File: config.mk
export PLATFORM = sky130hd
export DESIGN_NAME = updn_sweep_ctrl
export DESIGN_NICKNAME = d
export VERILOG_FILES = /design/src/rtl/updn_sweep_ctrl.sv
export SDC_FILE = /design/constraint.sdc
export NUM_CORES = 1
export LEC_CHECK = 0
export CORE_MARGIN = 4
export CORE_UTILIZATION = 52
export DETAILED_ROUTE_END_ITERATION = 16
export PLACE_DENSITY_LB_ADDON = 0.15
export SLEW_MARGIN = 20
export SYNTH_ARGS = -nofsm -noshare
export SYNTH_HDL_FRONTEND = slang
export SYNTH_SLANG_ARGS = --single-unit
export TNS_END_PERCENT = 10
File: constraint.sdc
create_clock -name CLK -period 3.2 [get_ports CLK]
set_input_delay 0.8 -clock CLK [delete_from_list [all_inputs] [get_ports CLK]]
set_output_delay 0.8 -clock CLK [all_outputs]
set_load 0.02 [all_outputs]
File: src/rtl/updn_sweep_ctrl.sv
// Triangle-sweep sequencer for an external up/down counter: load Lo, count to Hi, back to Lo, N times.
// Optional SWEEP_ABORT_EN macro adds an Abort input and a sticky Aborted status output.
module updn_sweep_ctrl #(
  parameter int WIDTH   = 5,
  parameter int SWEEP_W = 4
) (
  input  logic               CLK,
  input  logic               RST,
  input  logic               Start,
  input  logic [WIDTH-1:0]   Lo_Bound,
  input  logic [WIDTH-1:0]   Hi_Bound,
  input  logic [SWEEP_W-1:0] Sweeps,
  input  logic [WIDTH-1:0]   Cnt_Val,
  input  logic               Cnt_High,
  input  logic               Cnt_Low,
`ifdef SWEEP_ABORT_EN
  input  logic               Abort,
  output logic               Aborted,
`endif
  output logic [WIDTH-1:0]   Cnt_IN,
  output logic               Cnt_Load,
  output logic               Cnt_Up,
  output logic               Cnt_Down,
  output logic               Busy,
  output logic               Done,
  output logic               Err,
  output logic [SWEEP_W-1:0] Sweep_Cnt
);

  typedef enum logic [2:0] {
    S_IDLE,
    S_LOAD,
    S_UP,
    S_DOWN,
    S_DONE
  } state_e;

  state_e             state_q;
  logic [WIDTH-1:0]   lo_q;
  logic [WIDTH-1:0]   hi_q;
  logic [SWEEP_W-1:0] n_q;
  logic [SWEEP_W-1:0] sweep_q;
  logic [SWEEP_W-1:0] sweep_d;
  logic               err_q;
  logic               abort_act;
  logic               up_ok;
  logic               dn_ok;

  assign sweep_d = sweep_q + 1'b1;
  assign Busy    = (state_q == S_LOAD) || (state_q == S_UP) || (state_q == S_DOWN);
  assign Done    = (state_q == S_DONE);

`ifdef SWEEP_ABORT_EN
  logic aborted_q;
  assign abort_act = Abort && Busy;
  assign Aborted   = aborted_q;
`else
  assign abort_act = 1'b0;
`endif

  // The High/Low guards keep the counter from wrapping even if a bound sits at an extreme.
  assign up_ok = (Cnt_Val < hi_q) && !Cnt_High;
  assign dn_ok = (Cnt_Val > lo_q) && !Cnt_Low;

  always_comb begin
    Cnt_Load = 1'b0;
    Cnt_Up   = 1'b0;
    Cnt_Down = 1'b0;
    Cnt_IN   = '0;
    if (!abort_act) begin
      case (state_q)
        S_LOAD: begin
          Cnt_Load = 1'b1;
          Cnt_IN   = lo_q;
        end
        S_UP:    Cnt_Up   = up_ok;
        S_DOWN:  Cnt_Down = dn_ok;
        default: ;
      endcase
    end
  end

  always_ff @(posedge CLK or posedge RST) begin
    if (RST) begin
      state_q   <= S_IDLE;
      lo_q      <= '0;
      hi_q      <= '0;
      n_q       <= '0;
      sweep_q   <= '0;
      err_q     <= 1'b0;
`ifdef SWEEP_ABORT_EN
      aborted_q <= 1'b0;
`endif
    end else if (abort_act) begin
      // Abort wins over any sweep bookkeeping in the same cycle.
      state_q   <= S_DONE;
`ifdef SWEEP_ABORT_EN
      aborted_q <= 1'b1;
`endif
    end else begin
      case (state_q)
        S_IDLE: begin
          if (Start) begin
            lo_q      <= Lo_Bound;
            hi_q      <= Hi_Bound;
            n_q       <= Sweeps;
            sweep_q   <= '0;
            err_q     <= 1'b0;
`ifdef SWEEP_ABORT_EN
            aborted_q <= 1'b0;
`endif
            if (Lo_Bound > Hi_Bound) begin
              err_q   <= 1'b1;
              state_q <= S_DONE;
            end else if (Sweeps == '0) begin
              state_q <= S_DONE;
            end else begin
              state_q <= S_LOAD;
            end
          end
        end
        S_LOAD: state_q <= S_UP;
        S_UP: begin
          if (Cnt_Val >= hi_q) state_q <= S_DOWN;
        end
        S_DOWN: begin
          if (Cnt_Val <= lo_q) begin
            sweep_q <= sweep_d;
            state_q <= (sweep_d == n_q) ? S_DONE : S_UP;
          end
        end
        S_DONE:  state_q <= S_IDLE;
        default: state_q <= S_IDLE;
      endcase
    end
  end

  assign Err       = err_q;
  assign Sweep_Cnt = sweep_q;

endmodule

==> flow_summary.json <==
{
  "start_util_pct": 54.1,
  "io-pin-count": 39,
  "finalCritPeriodShare_pct": 97.1,
  "die_y_um": 61.6,
  "worst-r2r-cell-count": 7,
  "dpl_cell_area_um2": 1960,
  "ir_drop_v": 0.000639,
  "wl_um": 3790,
  "post_synth_and_or_nand_nor_area_fraction_pct": 17.4,
  "dr_wl_met3_um": 244,
  "fillers": 231,
  "final_area_um2": 2030,
  "p_per_area_nw_per_um2": 801,
  "numCtsBuffers": 3,
  "cts-root-buf": "clkbuf_4",
  "grt_start_max_net_pins": 23,
  "drive_above_1_share_pct": 13.5,
  "cp-end-kind": "output pin",
  "antenna_found_initial": 0,
  "synth_top_area_share_pct": 36.9,
  "cp_data_arrival_time_ns": 2.31,
  "cts_max_level": 1,
  "p_int_uw": 978,
  "port_buffers": 38,
  "start_kind": "input port",
  "relSlewSlack_pct": 41.2,
  "synth_edf_count": 0,
  "drv_slew": 0,
  "die-area_um2": 3790,
  "grt_pass1_wl_um": 6010,
  "place_ws_ns": -0.415,
  "ys_ff_latch": 22,
  "drtIter0Drc": 71,
  "required_ns": 2.40,
  "cts_setup_buffers": 0,
  "synthTopCellsByArea": "dfrtp_1, ha_1, inv_1",
  "synthTopCellsByCount": "dfrtp_1, inv_1, ha_1, nand2_1, o21ai_0",
  "setup_viol": 0,
  "viasPerCell": 5.74,
  "ant_nets": 0,
  "status": "completed",
  "yosysSeqAreaShare_pct": 36.9,
  "met1_length_um": 1620,
  "setup_ws_ns": 0.0913,
  "yosys-mux-area-fraction_pct": 5.87,
  "syn_inst": 160,
  "async_reset_ff_share_pct": 100,
  "clkTransAtPathRegs_ns": 0.13,
  "gr-total-overflow": 0,
  "final.setup_skew_ns": 0.00192,
  "path_class": "in -> out",
  "max_clock_freq_mhz": 322,
  "num_rows": 19,
  "yosysTopAreaCell": "dfrtp_1",
  "critPathMaxFanout": 3,
  "min_path_cells": 1,
  "synth_xor_area_share_pct": 4.45,
  "p_leak_nw": 0.924,
  "power_frac_seq_pct": 31.1,
  "die_x_um": 61.6,
  "met2WireLength_um": 1910,
  "grt_usage_pct": 21.6,
  "finalHoldViolations": 0,
  "wl_per_cell_um": 15.9,
  "cap_viol_max_count": 0,
  "synthAdderAreaFrac_pct": 13.4,
  "top_layer_used": "met4",
  "crit_path_max_incr_delay_ns": 0.43,
  "synth_cell_types": 42,
  "clk_latency_ns": 0.31,
  "whs_ns": 0.554,
  "dp_hpwl_um": 2980,
  "vias": 1373,
  "syn_nets": 200,
  "final_nets": 249,
  "p_comb_share_pct": 55.4,
  "yosys_warnings": 0,
  "worst-slew-pin-transition_ns": 0.881,
  "crit_chain": "clkdlybuf4s50_1 -> ha_1 -> nand4_1 -> o221ai_2 -> nand3_1 -> nor2_1 -> buf_2",
  "synth_area_um2": 1490,
  "synth_top_family_by_area": "simple AND/OR/NAND/NOR gates",
  "p_sw_uw": 648,
  "drc": 0,
  "crit_slowest_cell": "clkdlybuf4s50_1",
  "globalplace.congestion": 0.912,
  "netSwitchingFraction_pct": 39.8,
  "grt_pass1_vias": 1363,
  "coreArea_um2": 2760,
  "fin_crit_ns": 3.11,
  "rsz0062_at_grt": "yes",
  "cts.sinks": 22,
  "syn_to_final_growth_pct": 36.2,
  "cts_max_path_buffers": 2,
  "tritoncts": "built",
  "synth_compound_gate_area_share_pct": 15.0,
  "power_frac_clock_pct": 13.5,
  "hold_path.class": "reg -> reg",
  "antennaDiodeCount": 0,
  "synth_ff_type": "dfrtp_1",
  "drt_pass1_iterations": 4,
  "avgSynthCellArea_um2": 9.32
}
## registers in the layout (all words and copies together) (netlist names)
name / flops
lo_q: 5
hi_q: 5
Err: 1
n_q: 4
state_q: 3
Sweep_Cnt: 4
## logic make-up (layout without fill, tap and decap cells)
kind of cell,after synthesis,in the layout
simple gates,50,50
xor+xnor,6,6
flops,22,22
mux,8,8
buf+inv,25,73
fa+ha+maj,16,16
compound gates,33,33
## layout by cell type, fill, tap and decap left out, types with 2 or more instances in the layout
cell type,synthesis,layout
buf_4,0,9
nand3_1,5,5
mux2i_1,2,2
ha_1,16,14
nand2b_1,2,2
nand4_1,3,3
clkdlybuf4s50_1,0,35
o21ai_0,11,11
buf_2,1,2
clkbuf_4,0,3
and2_1,5,5
o211ai_1,3,3
inv_1,22,22
nand2_1,16,16
and3_1,3,3
dfrtp_1,22,22
nor3_1,2,2
nor2_1,7,7
a21oi_1,5,5
mux2_2,6,6
xor2_1,2,2
xnor2_1,3,3
ha_4,0,2
## worst paths after layout
kind,from,end,slack [ns]
min in group asynchronous,RST,Err$_DFFE_PP0P_,0.95
setup reg to reg,lo_q[2]$_DFFE_PP0P_,state_q[1]$_DFFE_PP0P_,1.36
setup / recovery,Cnt_Val[3],Cnt_Down,0.09
hold reg to reg,hi_q[0]$_DFFE_PP0P_,hi_q[0]$_DFFE_PP0P_,0.55
max in group asynchronous,RST,n_q[2]$_DFFE_PP0P_,1.71
hold / removal,hi_q[0]$_DFFE_PP0P_,hi_q[0]$_DFFE_PP0P_,0.55
## area by class of cell
type	instances	area, um2	share of cell area, %
inverter	22	82.6	4.07
timing repair buffer	47	437	21.5
tap	31	38.8	1.91
clock buffer	3	22.5	1.11
clock inverter	1	30.0	1.48
sequential	22	551	27.1
multi-input combinational	113	870	42.8
## timing repair
item,4_1_cts,5_1_grt
gates resized for setup,13,0
endpoints found under the hold margin,0,0
hold buffers,0,0
pin swaps,2,1
setup endpoints to repair,2,1
## power groups by stage
stage	clock (mW)	combinational [mW]	sequential, mW
after global placement	0	0.831	0.505
after detailed placement	0	0.864	0.512
after CTS	0.223	0.889	0.505
final	0.220	0.901	0.505
after floorplan	0	0.613	0.528
after global routing	0.235	0.995	0.524
## metal layers
| metal | global-route usage, % | vias up |
|---|---|---|
| li1 | - | 666 |
| met1 | 27.3 | 653 |
| met2 | 37.8 | 52 |
| met3 | 2.94 | 2 |
| met4 | 7.27 | 0 |
| met5 | 0 | - |
## critical path, delay by kind of cell
family                   cells  cell delay [ns]
AO/OA/AOI/OAI                1             0.20
adder cells (fa/ha/maj)      1             0.33
buffers and inverters        2             0.60
AND/OR/NAND/NOR              3             0.38
## through the flow
step | utilization [%] | setup TNS, ns | total power [mW] | instances
6_report | 73.6 | 0 | 1.63 | 239
5_1_grt | 73.6 | -0.00541 | 1.75 | 239
4_1_cts | 73.6 | 0 | 1.62 | 239
3_5_place_dp | 71.0 | -0.752 | 1.38 | 235
3_3_place_gp | 71.0 | -0.640 | 1.34 | 235
2_1_floorplan | - | 0 | 1.14 | 160
Power figures use the tool's default switching activity.
